==> config.mk <==
export PLATFORM = sky130hd
export DESIGN_NAME = ps2_scan_rx
export DESIGN_NICKNAME = d
export VERILOG_FILES = /design/src/rtl/ps2_scan_rx.sv
export SDC_FILE = /design/constraint.sdc
export NUM_CORES = 1
export LEC_CHECK = 0
export CAP_MARGIN = 20
export CORE_MARGIN = 10
export CORE_UTILIZATION = 54
export DETAILED_ROUTE_END_ITERATION = 7
export PLACE_DENSITY = 0.75
export REMOVE_ABC_BUFFERS = 1
export SLEW_MARGIN = 25
export SYNTH_ARGS = -nofsm -noshare
export SYNTH_HDL_FRONTEND = slang
export SYNTH_SLANG_ARGS = --single-unit
==> constraint.sdc <==
create_clock -name CLK -period 3.1 [get_ports CLK]
set_input_delay 0.465 -clock CLK [delete_from_list [all_inputs] [get_ports CLK]]
set_output_delay 0.465 -clock CLK [all_outputs]
set_load 0.05 [all_outputs]
==> src/rtl/ps2_scan_rx.sv <==
// PS/2 keyboard receiver: synchronised and glitch-filtered pins, 11-bit frame check, inactivity
// timeout, E0/F0 prefix folding and a show-ahead FIFO of {ext, brk, code} events.
module ps2_scan_rx #(
  parameter int unsigned FILTER_LEN     = 4,
  parameter int unsigned TIMEOUT_CYCLES = 20000,
  parameter int unsigned FIFO_DEPTH     = 8
) (
  input  logic                          CLK,
  input  logic                          RST,
  input  logic                          PS2_CLK,
  input  logic                          PS2_DATA,
  input  logic                          rd_en,
  output logic [9:0]                    dout,
  output logic                          empty,
  output logic                          full,
  output logic [$clog2(FIFO_DEPTH):0]   level,
  output logic                          err,
  output logic [1:0]                    err_type,
  output logic                          overflow,
  output logic [3:0]                    COUNT
);

  localparam int unsigned AW = $clog2(FIFO_DEPTH);
  localparam int unsigned FW = $clog2(FILTER_LEN);
  localparam int unsigned TW = $clog2(TIMEOUT_CYCLES + 1);

  logic          clk_s1_q, clk_s2_q, dat_s1_q, dat_s2_q;
  logic          filt_q;
  logic [FW-1:0] flt_cnt_q;
  logic [9:0]    sh_q;
  logic [TW-1:0] to_cnt_q;
  logic          ext_q, brk_q;
  logic [AW-1:0] wr_ptr_q, rd_ptr_q;
  logic [AW:0]   level_q;
  logic [9:0]    mem [FIFO_DEPTH];

  logic       flt_done, bit_tick, stop_tick, bad_ss, bad_par, frame_bad;
  logic       timeout, is_prefix, push, pop, do_wr;
  logic [7:0] rx_byte;

  always_comb begin
    flt_done  = (clk_s2_q != filt_q) && (flt_cnt_q == FW'(FILTER_LEN - 1));
    bit_tick  = flt_done && filt_q;
    stop_tick = bit_tick && (COUNT == 4'd10);
    // At the stop tick sh_q holds bits 0..9; the stop bit is still on the synchroniser.
    rx_byte   = sh_q[8:1];
    bad_ss    = sh_q[0] | ~dat_s2_q;
    bad_par   = ~(^sh_q[9:1]);
    frame_bad = bad_ss | bad_par;
    is_prefix = (rx_byte == 8'hE0) || (rx_byte == 8'hF0);
    push      = stop_tick && !frame_bad && !is_prefix;
    timeout   = (COUNT != 4'd0) && !bit_tick && (to_cnt_q == TW'(TIMEOUT_CYCLES));
    pop       = rd_en && !empty;
    do_wr     = push && (!full || pop);
    empty     = (level_q == '0);
    full      = (level_q == (AW + 1)'(FIFO_DEPTH));
    level     = level_q;
    dout      = empty ? 10'd0 : mem[rd_ptr_q];
  end

  always_ff @(posedge CLK) begin
    if (do_wr) mem[wr_ptr_q] <= {ext_q, brk_q, rx_byte};
  end

  always_ff @(posedge CLK) begin
    if (RST) begin
      clk_s1_q  <= 1'b1;
      clk_s2_q  <= 1'b1;
      dat_s1_q  <= 1'b1;
      dat_s2_q  <= 1'b1;
      filt_q    <= 1'b1;
      flt_cnt_q <= '0;
      sh_q      <= '0;
      COUNT     <= 4'd0;
      to_cnt_q  <= '0;
      ext_q     <= 1'b0;
      brk_q     <= 1'b0;
      wr_ptr_q  <= '0;
      rd_ptr_q  <= '0;
      level_q   <= '0;
      err       <= 1'b0;
      err_type  <= 2'b00;
      overflow  <= 1'b0;
    end else begin
      clk_s1_q <= PS2_CLK;
      clk_s2_q <= clk_s1_q;
      dat_s1_q <= PS2_DATA;
      dat_s2_q <= dat_s1_q;

      if (clk_s2_q == filt_q) begin
        flt_cnt_q <= '0;
      end else if (flt_done) begin
        filt_q    <= clk_s2_q;
        flt_cnt_q <= '0;
      end else begin
        flt_cnt_q <= flt_cnt_q + FW'(1);
      end

      if (bit_tick) begin
        COUNT <= stop_tick ? 4'd0 : COUNT + 4'd1;
        if (!stop_tick) sh_q <= {dat_s2_q, sh_q[9:1]};
      end else if (timeout) begin
        COUNT <= 4'd0;
      end

      if (COUNT == 4'd0 || bit_tick || timeout) to_cnt_q <= '0;
      else                                      to_cnt_q <= to_cnt_q + TW'(1);

      err <= 1'b0;
      if (stop_tick) begin
        if (frame_bad) begin
          err      <= 1'b1;
          err_type <= bad_ss ? 2'b10 : 2'b01;
          ext_q    <= 1'b0;
          brk_q    <= 1'b0;
        end else if (rx_byte == 8'hE0) begin
          ext_q <= 1'b1;
        end else if (rx_byte == 8'hF0) begin
          brk_q <= 1'b1;
        end else begin
          ext_q <= 1'b0;
          brk_q <= 1'b0;
        end
      end else if (timeout) begin
        err      <= 1'b1;
        err_type <= 2'b11;
        ext_q    <= 1'b0;
        brk_q    <= 1'b0;
      end

      overflow <= push && full && !pop;
      if (do_wr) wr_ptr_q <= wr_ptr_q + AW'(1);
      if (pop)   rd_ptr_q <= rd_ptr_q + AW'(1);
      if (do_wr && !pop)      level_q <= level_q + (AW + 1)'(1);
      else if (!do_wr && pop) level_q <= level_q - (AW + 1)'(1);
    end
  end

endmodule

# Word-level counts from Yosys, hierarchy flattened
# Memory sizes are Yosys's and may differ from the RTL's. A register that Yosys moved wholly into a read port is not among the register bits.
# Index checks and enable logic that the tools add are counted.
# W data, S select, Z words.
[word_totals] memories=1 ff_bits=52 ramBits=80 input_bits=5
[classes] n_mux=26 add_sub_neg=7 bitwise=6 eq_ne=11 n_reduce_logical=38
[mem_list] name="mem" depth=8 word_bits=10 rd=1 rd_clocked_by_memory_dff=1 wr=1 line="35" source="logic [9:0] mem [FIFO_DEPTH];"
[ops] operator="$mux W4" n=5
[ops] operator="$eq A8 B8 Y1 const B" n=2
[ops] operator="$add A15 B1 Y15 const B" n=1
[ops] operator="$eq A15 B15 Y1 const B" n=1
[ops] operator="$mux W1" n=14
[ops] operator="$logic_and A1 B1 Y1" n=13
[ops] operator="$mux W10" n=1
[ops] operator="$reduce_and A2 Y1" n=5
[ops] operator="$reduce_xor A9 Y1" n=1
[ops] operator="$add A4 B1 Y4 const B" n=2
[ops] operator="$eq A4 B4 Y1 const B" n=2
[ops] operator="$logic_not A4 Y1" n=2
[ops] operator="$mux W2" n=4
[ops] operator="$logic_not A1 Y1" n=7
[ops] operator="$add A3 B1 Y3 const B" n=2
[ops] operator="$mux W3" n=2
[ops] operator="$reduce_bool A2 Y1" n=3
[ops] operator="$logic_or A1 B1 Y1" n=4
[ops] operator="$ne A4 B4 Y1 const B" n=1
[ops] operator="$not A1 Y1" n=4
[ops] operator="$reduce_bool A4 Y1" n=1
[ops] operator="$sub A4 B1 Y4 const B" n=1
[ops] operator="$ne A3 B3 Y1 const B" n=1
[ops] operator="$reduce_or A3 Y1" n=1
[ops] operator="7 further kinds" n=8

# Logic depth before layout (Yosys ltp)
# Gate-level depths: netlist (run 1).
[logic_depth] ltp_word=11 depth_mapped=14 depth_no_buf=14

# Worst setup path before layout (run 1)
# No wires, ideal clock.
[synth_path] kind="reg2reg" start="register COUNT[1]" end="register level_q[3], in the netlist level[3]" path_stages_with_launch=14 path_slack_ns=-0.089 synth_period_minus_slack_ns=3.189 arrival_time_ns=3.119 path_cell_list="dfxtp_1 ha_1 and3b_1 nand3_1 or3_4 inv_4 ha_1 inv_1 ha_1 a21o_1 a21oi_1 xnor2_1 or3_1 a21oi_1"
[synth_between] elab_chain_cells=8 elab_cells_between_ends=10 cone_classes="1 x eq/ne; 1 x mux; 8 x reduce/logical"
[synth_rtl] item="start, declared" line="20" source="output logic [3:0] COUNT"
[synth_rtl] item="start signal, assigned" line="100" source="COUNT <= stop_tick ? 4'd0 : COUNT + 4'd1;"
[synth_rtl] item="$eq A4 B4 Y1 (*)" line="44" source="stop_tick = bit_tick && (COUNT == 4'd10);"
[synth_rtl] item="$logic_and A1 B1 Y1 (*)" line="44"
[synth_rtl] item="$logic_and A1 B1 Y1 (*) (2 in series)" line="51" source="push = stop_tick && !frame_bad && !is_prefix;"
[synth_rtl] item="$logic_and A1 B1 Y1 (*)" line="54" source="do_wr = push && (!full || pop);"
[synth_rtl] item="named net do_wr" line="38" source="logic timeout, is_prefix, push, pop, do_wr;"
[synth_rtl] item="$logic_not A1 Y1" line="135" source="else if (!do_wr && pop) level_q <= level_q - (AW + 1)'(1);"
[synth_rtl] item="$logic_and A1 B1 Y1" line="135"
[synth_rtl] item="$reduce_bool A2 Y1 (no source line)"
[synth_rtl] item="end signal, assigned" line="134" source="if (do_wr && !pop) level_q <= level_q + (AW + 1)'(1);"
[synth_rtl] item="end signal, assigned" line="135"
[synth_rtl] item="end, declared" line="34" source="logic [AW:0] level_q;"
# The timed path passes the listed nets; every way through them passes the cells marked *.
# A chain may end at the register's enable or synchronous reset.

# Worst setup path in the final report (run 1)
[layout_path] start="register sh_q[8]" end="register level_q[3], in the netlist level[3]"
[layout_between] elab_chain_cells=10 elab_cells_between_ends=16 cone_classes="2 x eq/ne; 1 x mux; 2 x bitwise; 11 x reduce/logical"
[layout_rtl] item="start, declared" line="30" source="logic [9:0] sh_q;"
[layout_rtl] item="start signal, assigned" line="101" source="if (!stop_tick) sh_q <= {dat_s2_q, sh_q[9:1]};"
[layout_rtl] item="$reduce_xor A9 Y1" line="48" source="bad_par = ~(^sh_q[9:1]);"
[layout_rtl] item="$not A1 Y1" line="48"
[layout_rtl] item="$or A1 B1 Y1" line="49" source="frame_bad = bad_ss | bad_par;"
[layout_rtl] item="$logic_not A1 Y1" line="51"
[layout_rtl] item="$logic_and A1 B1 Y1" line="51"
[layout_rtl] item="$logic_and A1 B1 Y1 (*)" line="51"
[layout_rtl] item="$logic_and A1 B1 Y1 (*)" line="54"
[layout_rtl] item="named net do_wr" line="38"
[layout_rtl] item="$logic_not A1 Y1" line="135"
[layout_rtl] item="$logic_and A1 B1 Y1" line="135"
[layout_rtl] item="$reduce_bool A2 Y1 (no source line)"
# Marked as above.

==> run summary, run 1 <==
The run finished with clean final reports. The global-route wire length before repair was 18,150 um; the number of placement rows was 37. The tools report the launch point of the critical path as sh_q[8]. In this run the worst path has a maximum fanout of 3. Leaving out fill and tap cells, the most frequent cells in the layout are 80 x sky130_fd_sc_hd__edfxtp_1, 54 x sky130_fd_sc_hd__nor2_1, 52 x sky130_fd_sc_hd__dfxtp_1. The share of synthesized area in the top cell type comes to 43.17%. For the final database, setup skew stands at 0.009245 ns. The logs give 0.52 ns for the worst-skew pair later-pin latency and 0 ns for the total negative slack for setup checks.

Number of nets still failing antenna checks after routing: 0. The overall routed net length is 11,100 um, and the final setup violation count is 0. Final hold analysis gives a worst-case slack of 0.4086 ns. Counting flops with a built-in enable in the synthesized netlist gives 80. The vertical extent of the die was 121.5 um. The leading register cell type out of synthesis was sky130_fd_sc_hd__edfxtp_1. In the final layout, the multi-input gates occupy 1988 sq um. The cell type with the largest total area after synthesis was sky130_fd_sc_hd__edfxtp_1.

For the number of H-tree levels, the log shows 4. The worst-margin pin slew came out at 0.7655 ns. Dividing the detail-routed wire length by the instance count gives 17.62 um. The run gives 0 as the number of design rule violations left after detail routing. The logs give 0 for the final count of hold timing violations and 0 for the total of warnings raised by yosys.

Synthesis inferred 135 register bits. For the worst setup path, the data required time is 3.55 ns. For the area of the die, the log shows 14,770 sq um. The tool flagged a number of max-cap violations equal to 0. Most common cell after layout, fill and taps aside: sky130_fd_sc_hd__edfxtp_1. Counting every sink on the clock net gives 135. The post-synthesis instance total was 417. The tools report the origin of the critical flop-to-flop path as sh_q[8]. 29 I/O pins were placed. The achievable clock frequency is 333.2 MHz, and the total vias in the final route is 3,399. The first-pass iteration count of the detailed router is 4, and the placed wire-length estimate after detailed placement is 6958 um.

STA classifies the critical path startpoint as a flip-flop. STA classifies the critical path endpoint as a flip-flop. TritonCTS built the clock tree.

For the number of global-route vias before repair, the log shows 3,568. The share of final-layout standard cells stronger than drive strength 1 is 24.29%, and the largest net degree at the start of global routing is 21. Critical path class: flip-flop to flip-flop.

The logs give 67.36% for the share of the core filled with cells in the final layout and 0.1 ns for the worst setup slack for register-to-register paths. In this run, the number of DRC markers left after iteration 0 of detailed routing was 193. The global router's overall resource usage was 15.84%; the average cell area after synthesis was 13.35 sq um. The clock passes through at most 2 buffers.

Of all flip-flops after synthesis, the portion carrying an async set or reset was 0%. The worst path needs 3.001 ns of the cycle, external delays included. In this run the worst hold path is classified as flip-flop to flip-flop. The clock slew seen by the registers of the worst setup and hold paths was 0.06 ns. The data arrival time of the critical path was 3.45 ns; the number of max-slew violations in the final report was 0. The logs give 0 for the diode insertion count for antenna repair and 0.4324 mV for the highest ir drop seen on vdd.

The tree is rooted in a sky130_fd_sc_hd__clkbuf_8. The share of the cycle needed by the critical path after routing came out at 96.81%. The logs give 54.64% for the starting density of the core and 62.95% for the register area share after synthesis. After synthesis, the netlist uses 48 different library cells. The weighted congestion reported at the end of routability-driven placement was 0.8034. Relative to the synthesized area, the layout overhead comes to 23.27%. The storage element area is 3507 sq um, and the number of cells on the worst reg-to-reg path is 13.

The number of stages on the worst hold path was 1. By area the synthesized netlist is led by sky130_fd_sc_hd__edfxtp_1 43%, sky130_fd_sc_hd__dfxtp_1 20%, sky130_fd_sc_hd__mux4_2 8.1%, sky130_fd_sc_hd__nor2_1 3.6%, sky130_fd_sc_hd__ha_1 3.6%. The tools report the core area as 10,180 sq um. For this run, the post-layout net count is 503. The analysis attributes to cell leakage a power of 2.377 nW. Fill cells in the final layout number 732. Input and output buffers added on the ports amount to 28. The die is 121.5 um wide. The most critical setup path has its endpoint at level[3]. The initial antenna violation count was 0. The areal power density over the cells was 742.4 nW/um^2. The tools report the endpoint of the most critical register-to-register path as level[3]. In this run the cell area of the synthesized design comes to 5565 sq um.

In the routed layout, each cell is associated on average with a via count of 5.395. For this run the aggregate overflow at the end of global routing stands at 0. Clock tree synthesis inserted a total of 17 buffers.

Measured against its own limit, the worst slew margin works out to 48.78%.
state kept, by name (all words and copies together) (netlist names), named ones only:
| name | count |
|---|---|
| to_cnt_q | 15 |
| err | 1 |
| err_type | 2 |
| wr_ptr_q | 3 |
| dat_s1_q | 1 |
| clk_s2_q | 1 |
| clk_s1_q | 1 |
| overflow | 1 |
| sh_q | 10 |
| brk_q | 1 |
| level | 4 |
| COUNT | 4 |
| ext_q | 1 |
| mem | 80 |
| flt_cnt_q | 2 |
| filt_q | 1 |
| rd_ptr_q | 3 |
| dat_s2_q | 1 |
stage by stage:
stage	power (mW)	setup slack [ns]	std cells	cell area [sq um]
after floorplan	2.908	-1.572	402	5503
after CTS	5.114	0.05083	628	6804
after global placement	3.037	0.03906	595	6158
after detailed placement	3.051	-0.03172	595	6158
after global routing	5.283	-0.02862	630	6860
final	5.093	0.09888	630	6860
per-layer routing:
layer	vias up	track usage, %	routed length [um]
met5	-	0	0
met4	0	5.812	95
met3	9	4.141	525
met2	82	27.64	5882
met1	1670	18.35	4597
li1	1638	-	-
layout make-up:
class                   count  area share [%]
well taps                 136           2.480
repair buffers             60           7.222
clock buffers              18           6.092
multi-input cells         246           28.98
inverters                  21           1.185
flip-flops and latches    135           51.12
clock inverters            14           2.918
power by group:
part	switching [mW]	leakage (nW)	internal, mW
logic	0.672	0.886	0.421
registers	0.0242	1.19	1.91
clock network	0.750	0.303	1.31
total	1.45	2.38	3.65
critical path, stage by stage, from the launching register on:
cell and delay (ns):
sky130_fd_sc_hd__dfxtp_2 0.34, sky130_fd_sc_hd__ha_4 0.24, sky130_fd_sc_hd__xnor3_2 0.39, sky130_fd_sc_hd__xnor2_2 0.16
sky130_fd_sc_hd__or3_4 0.41, sky130_fd_sc_hd__inv_4 0.07, sky130_fd_sc_hd__ha_4 0.13, sky130_fd_sc_hd__inv_2 0.06
sky130_fd_sc_hd__ha_4 0.21, sky130_fd_sc_hd__a21o_1 0.16, sky130_fd_sc_hd__a21oi_2 0.13, sky130_fd_sc_hd__xnor2_1 0.09
sky130_fd_sc_hd__or3_1 0.39, sky130_fd_sc_hd__a21oi_2 0.14
synth_stat cells, types with 3 or more instances:
cell type	count
sky130_fd_sc_hd__xnor2_1	14
sky130_fd_sc_hd__nor3_1	8
sky130_fd_sc_hd__dfxtp_1	55
sky130_fd_sc_hd__nand2_1	30
sky130_fd_sc_hd__nand3_1	6
sky130_fd_sc_hd__nor4_1	4
sky130_fd_sc_hd__mux2i_1	14
sky130_fd_sc_hd__buf_2	5
sky130_fd_sc_hd__nor2_1	54
sky130_fd_sc_hd__xor2_1	7
sky130_fd_sc_hd__inv_1	20
sky130_fd_sc_hd__nand3b_1	4
sky130_fd_sc_hd__mux4_2	20
sky130_fd_sc_hd__or2_2	5
sky130_fd_sc_hd__nand4_1	3
sky130_fd_sc_hd__edfxtp_1	80
sky130_fd_sc_hd__ha_1	16
sky130_fd_sc_hd__a22oi_1	3
sky130_fd_sc_hd__nand2b_1	4
sky130_fd_sc_hd__o21ai_0	6
sky130_fd_sc_hd__clkbuf_1	9
sky130_fd_sc_hd__a21oi_1	20
cell families after synthesis:
group                    share of synthesized area, %
AND/OR/NAND/NOR                                 11.98
flip-flops                                      62.95
buffers and inverters                           2.585
AO/OA/AOI/OAI                                   3.597
multiplexers                                    10.61
XOR/XNOR                                        4.317
adder cells (fa/ha/maj)                         3.957
worst min path at each step:
stage / start / slack (ns) / to
finish: clk_s1_q / 0.41 / clk_s2_q
floorplan: clk_s1_q / 0.39 / clk_s2_q
global placement: clk_s1_q / 0.39 / clk_s2_q
CTS: clk_s1_q / 0.41 / clk_s2_q
global route: clk_s1_q / 0.42 / clk_s2_q
detailed placement: clk_s1_q / 0.40 / clk_s2_q
repair_timing:
| action | in CTS | in global routing |
|---|---|---|
| resized for setup | 5 | 6 |
| cloned | 0 | 0 |
| hold buffers | 0 | 0 |
| setup buffers | 1 | 2 |
| setup endpoints to repair | 1 | 1 |
| pin swaps | 5 | 9 |
No activity file was read; power rests on OpenSTA's default activity.
==> run 2: changes to the inputs <==
--- a/config.mk
+++ b/config.mk
@@ -11,7 +11,9 @@
 export DETAILED_ROUTE_END_ITERATION = 7
 export PLACE_DENSITY = 0.75
 export REMOVE_ABC_BUFFERS = 1
+export SETUP_SLACK_MARGIN = 0.15
 export SLEW_MARGIN = 25
 export SYNTH_ARGS = -nofsm -noshare
 export SYNTH_HDL_FRONTEND = slang
 export SYNTH_SLANG_ARGS = --single-unit
+export TNS_END_PERCENT = 30
==> run summary, run 2 (same netlist as run 1, synthesis figures left out) <==
The design area is 6844 sq um (was 6860 sq um). The clock slew seen by the registers of the worst setup and hold paths came out at 0.06 ns (about the same). The areal power density over the cells came out at 741.6 nW/um^2 (was 742.4 nW/um^2). Ordered list of cells on the worst path: ha_4, xnor3_2, xnor2_2, or3_4, inv_4, ha_4, inv_4, ha_4, a21o_1, a21oi_2, xnor2_1, or3_1, a21oi_2 (was ha_4, xnor3_2, xnor2_2, or3_4, inv_4, ha_4, inv_2, ha_4, a21o_1, a21oi_2, xnor2_1, or3_1, a21oi_2). The starting density of the core is 54.64% (unchanged). The logs give 10,180 sq um (unchanged) for the core area and 67.20% (was 67.36%) for the share of the core filled with cells in the final layout. Initial antenna violation count: 0 (unchanged). The tools report the total negative slack for setup checks as 0 ns (unchanged). The data arrival time of the critical path was 3.38 ns (was 3.45 ns); the cell depth of the worst setup path was 13 (unchanged). Origin of the critical flop-to-flop path: sh_q[6] (was sh_q[8]).

The vertical extent of the die works out to 121.5 um (unchanged). The worst setup slack for register-to-register paths is 0.17 ns (was 0.1 ns), and the area of the die is 14,770 sq um (unchanged). For the achievable clock frequency, the log shows 341.7 MHz (was 333.2 MHz).

The final worst clock skew is 0.008930 ns (was 0.009245 ns), and the number of H-tree levels is 4 (unchanged). The number of global-route vias before repair was 3,578 (was 3,568); the static leakage was 2.385 nW (was 2.377 nW). For the largest net degree at the start of global routing, the log shows 21 (unchanged). The top-level port count came out at 29 (unchanged). The register with the most flip-flops is mem (unchanged). TritonCTS built the clock tree. Placed wire-length estimate after detailed placement: 6958 um (unchanged). The overall overflow remaining after global route was 0 (unchanged); the number of nets still failing antenna checks after routing was 0 (unchanged). Critical path class: flip-flop to flip-flop (unchanged).

The clock root buffer is sky130_fd_sc_hd__clkbuf_8 (unchanged). The area added between synthesis and finish is 22.98% (was 23.27%). The first-pass iteration count of the detailed router is 4 (unchanged), and the first-iteration detailed-routing DRC count is 217 (was 193). The run gives 0 (unchanged) as the max capacitance violation total.

Number of I/O port buffers: 28 (unchanged). Library cell contributing the largest single delay on the critical path: sky130_fd_sc_hd__or3_4 (unchanged). For the clock buffer count from CTS, the log shows 17 (unchanged). Biggest registers after layout: mem (80), to_cnt_q (15), sh_q (10) (unchanged). The share of the cycle needed by the critical path after routing was 94.40% (was 96.81%). The worst-margin pin slew was 0.7727 ns (was 0.7655 ns); the highest ir drop seen on vdd was 0.4318 mV (was 0.4324 mV). The run finished with clean final reports. The run gives 0 (unchanged) as the number of buffers inserted by hold repair at cts.

The global-route wire length before repair came out at 18,260 um (was 18,150 um). Setup repair after global routing could not meet its margin everywhere. The kind of start point of the critical path was a flip-flop (unchanged). Most used cells in the layout excluding fill and tap cells: 80 x sky130_fd_sc_hd__edfxtp_1, 54 x sky130_fd_sc_hd__nor2_1, 53 x sky130_fd_sc_hd__dfxtp_1 (was 80 x sky130_fd_sc_hd__edfxtp_1, 54 x sky130_fd_sc_hd__nor2_1, 52 x sky130_fd_sc_hd__dfxtp_1). The layout filler cell count was 735 (was 732). The tools report the diode insertion count for antenna repair as 0 (unchanged). The global router's overall resource usage was 15.96% (was 15.84%). The most common cell after layout, fill and taps aside is sky130_fd_sc_hd__edfxtp_1 (unchanged).

The final critical delay including setup and external delays is 2.926 ns (was 3.001 ns). The path category of the worst min-delay check was flip-flop to flip-flop (unchanged). The normalized max-slew margin is 48.30% (was 48.78%), and the number of buffers and inverters on the critical path is 2 (unchanged).

The kind of capture point of the worst setup path is a flip-flop (unchanged). The overall routed net length was 10,990 um (was 11,100 um); the chip width was 121.5 um (unchanged). For the final count of hold timing violations, the log shows 0 (unchanged). The longest individual stage delay on the worst path is 0.40 ns (was 0.41 ns), and the number of max-slew violations in the final report is 0 (unchanged). The number of sinks on the clock net is 135 (unchanged), and the worst-skew pair later-pin latency is 0.52 ns (about the same). The number of flip-flops under the largest register name came out at 80 (unchanged). The tools report the endpoint of the most critical register-to-register path as level[3] (unchanged).

The average wire length per cell after detail routing came out at 17.48 um (was 17.62 um). Number of buffers between clock root and the deepest sink: 2 (unchanged). The total vias in the final route is 3,349 (was 3,399), and the weighted congestion reported at the end of routability-driven placement is 0.8034 (unchanged).

Launch point of the critical path: sh_q[6] (was sh_q[8]). The number of nets in the layout is 502 (was 503), and the share of final-layout standard cells stronger than drive strength 1 is 23.94% (was 24.29%). The last element of the critical path is level[3] (unchanged). The overall power is 5.076 mW (was 5.093 mW), and the number of cells on the worst reg-to-reg path is 13 (unchanged).

The endpoint required time on the critical path was 3.55 ns (about the same). The cell family contributing the most delay on the critical path was simple AND/OR/NAND/NOR gates (unchanged). The logs give 37 (unchanged) for the number of placement rows and 0 (unchanged) for the number of design rule violations left after detail routing.

The via count normalized by instance count works out to 5.324 (was 5.395). The run gives 0 (unchanged) as the final setup violation count. The dominant cell type by count on the critical path is sky130_fd_sc_hd__ha_4 (unchanged).

The tools report the total placed instance area as 6158 sq um (unchanged). The largest fanout on the critical path came out at 4 (was 3).
## run 2: cell count changes in the layout (fill, tap and decap cells not counted)
cell | previous run | this run
sky130_fd_sc_hd__dfxtp_2 | 3 | 1
sky130_fd_sc_hd__buf_4 | 42 | 41
sky130_fd_sc_hd__dfxtp_1 | 52 | 53
sky130_fd_sc_hd__dfxtp_4 | 0 | 1
sky130_fd_sc_hd__ha_1 | 12 | 13
sky130_fd_sc_hd__ha_4 | 4 | 3
sky130_fd_sc_hd__inv_1 | 19 | 18
sky130_fd_sc_hd__inv_4 | 1 | 2
## run 2: where the power goes
part	switching, mW	total, mW	internal [mW]	leakage, nW
Combinational	0.667	1.08	0.410	0.894
Sequential	0.0240	1.94	1.91	1.19
Clock	0.750	2.06	1.31	0.303
## run 2: worst register-to-register path: stages, from the launching register on
cell and delay (ns):
sky130_fd_sc_hd__dfxtp_4 0.36, sky130_fd_sc_hd__ha_4 0.24, sky130_fd_sc_hd__xnor3_2 0.39, sky130_fd_sc_hd__xnor2_2 0.17, sky130_fd_sc_hd__or3_4 0.40, sky130_fd_sc_hd__inv_4 0.08, sky130_fd_sc_hd__ha_4 0.14, sky130_fd_sc_hd__inv_4 0.05
sky130_fd_sc_hd__ha_4 0.20, sky130_fd_sc_hd__a21o_1 0.17, sky130_fd_sc_hd__a21oi_2 0.13, sky130_fd_sc_hd__xnor2_1 0.09, sky130_fd_sc_hd__or3_1 0.33, sky130_fd_sc_hd__a21oi_2 0.12
## run 2: routing by layer
layer | global-route usage, % | up-vias | wire length [um]
li1 | - | 1632 | -
met1 | 18.38 | 1632 | 4602
met2 | 28.01 | 70 | 5687
met3 | 4.141 | 15 | 550
met4 | 5.812 | 0 | 152
met5 | 0 | - | 0
## run 2: what timing repair did
| item | 4_1_cts | 5_1_grt |
|---|---|---|
| cloned | 0 | 0 |
| setup buffers | 2 | 0 |
| endpoints found under the setup margin | 1 | 1 |
| resized for setup | 8 | 4 |
| pin swaps | 8 | 0 |
## run 2: worst min path at each step
stage / start / to / slack [ns] / depth (start not counted)
finish: clk_s1_q / clk_s2_q / 0.41 / 1
global route: clk_s1_q / clk_s2_q / 0.42 / 1
CTS: clk_s1_q / clk_s2_q / 0.41 / 1
detailed placement: clk_s1_q / clk_s2_q / 0.40 / 1
global placement: clk_s1_q / clk_s2_q / 0.39 / 1
floorplan: clk_s1_q / clk_s2_q / 0.39 / 1
## run 2: per-stage QoR
stage | hold slack (ns) | instances | setup WS (ns)
floorplan | 0.3895 | 402 | -1.572
finish | 0.4087 | 629 | 0.1737
global placement | 0.3919 | 595 | 0.03906
detailed placement | 0.3990 | 595 | -0.03172
CTS | 0.4134 | 629 | 0.1502
global route | 0.4222 | 629 | 0.05845
## run 2: area by class of cell
class | instances | area, sq um | share of cell area [%]
clock buffer | 18 | 417.9 | 6.106
multi-input combinational | 246 | 1976 | 28.87
sequential | 135 | 3508 | 51.26
clock inverter | 14 | 200.2 | 2.925
timing repair buffer | 59 | 488.0 | 7.130
tap | 136 | 170.2 | 2.486
inverter | 21 | 83.83 | 1.225
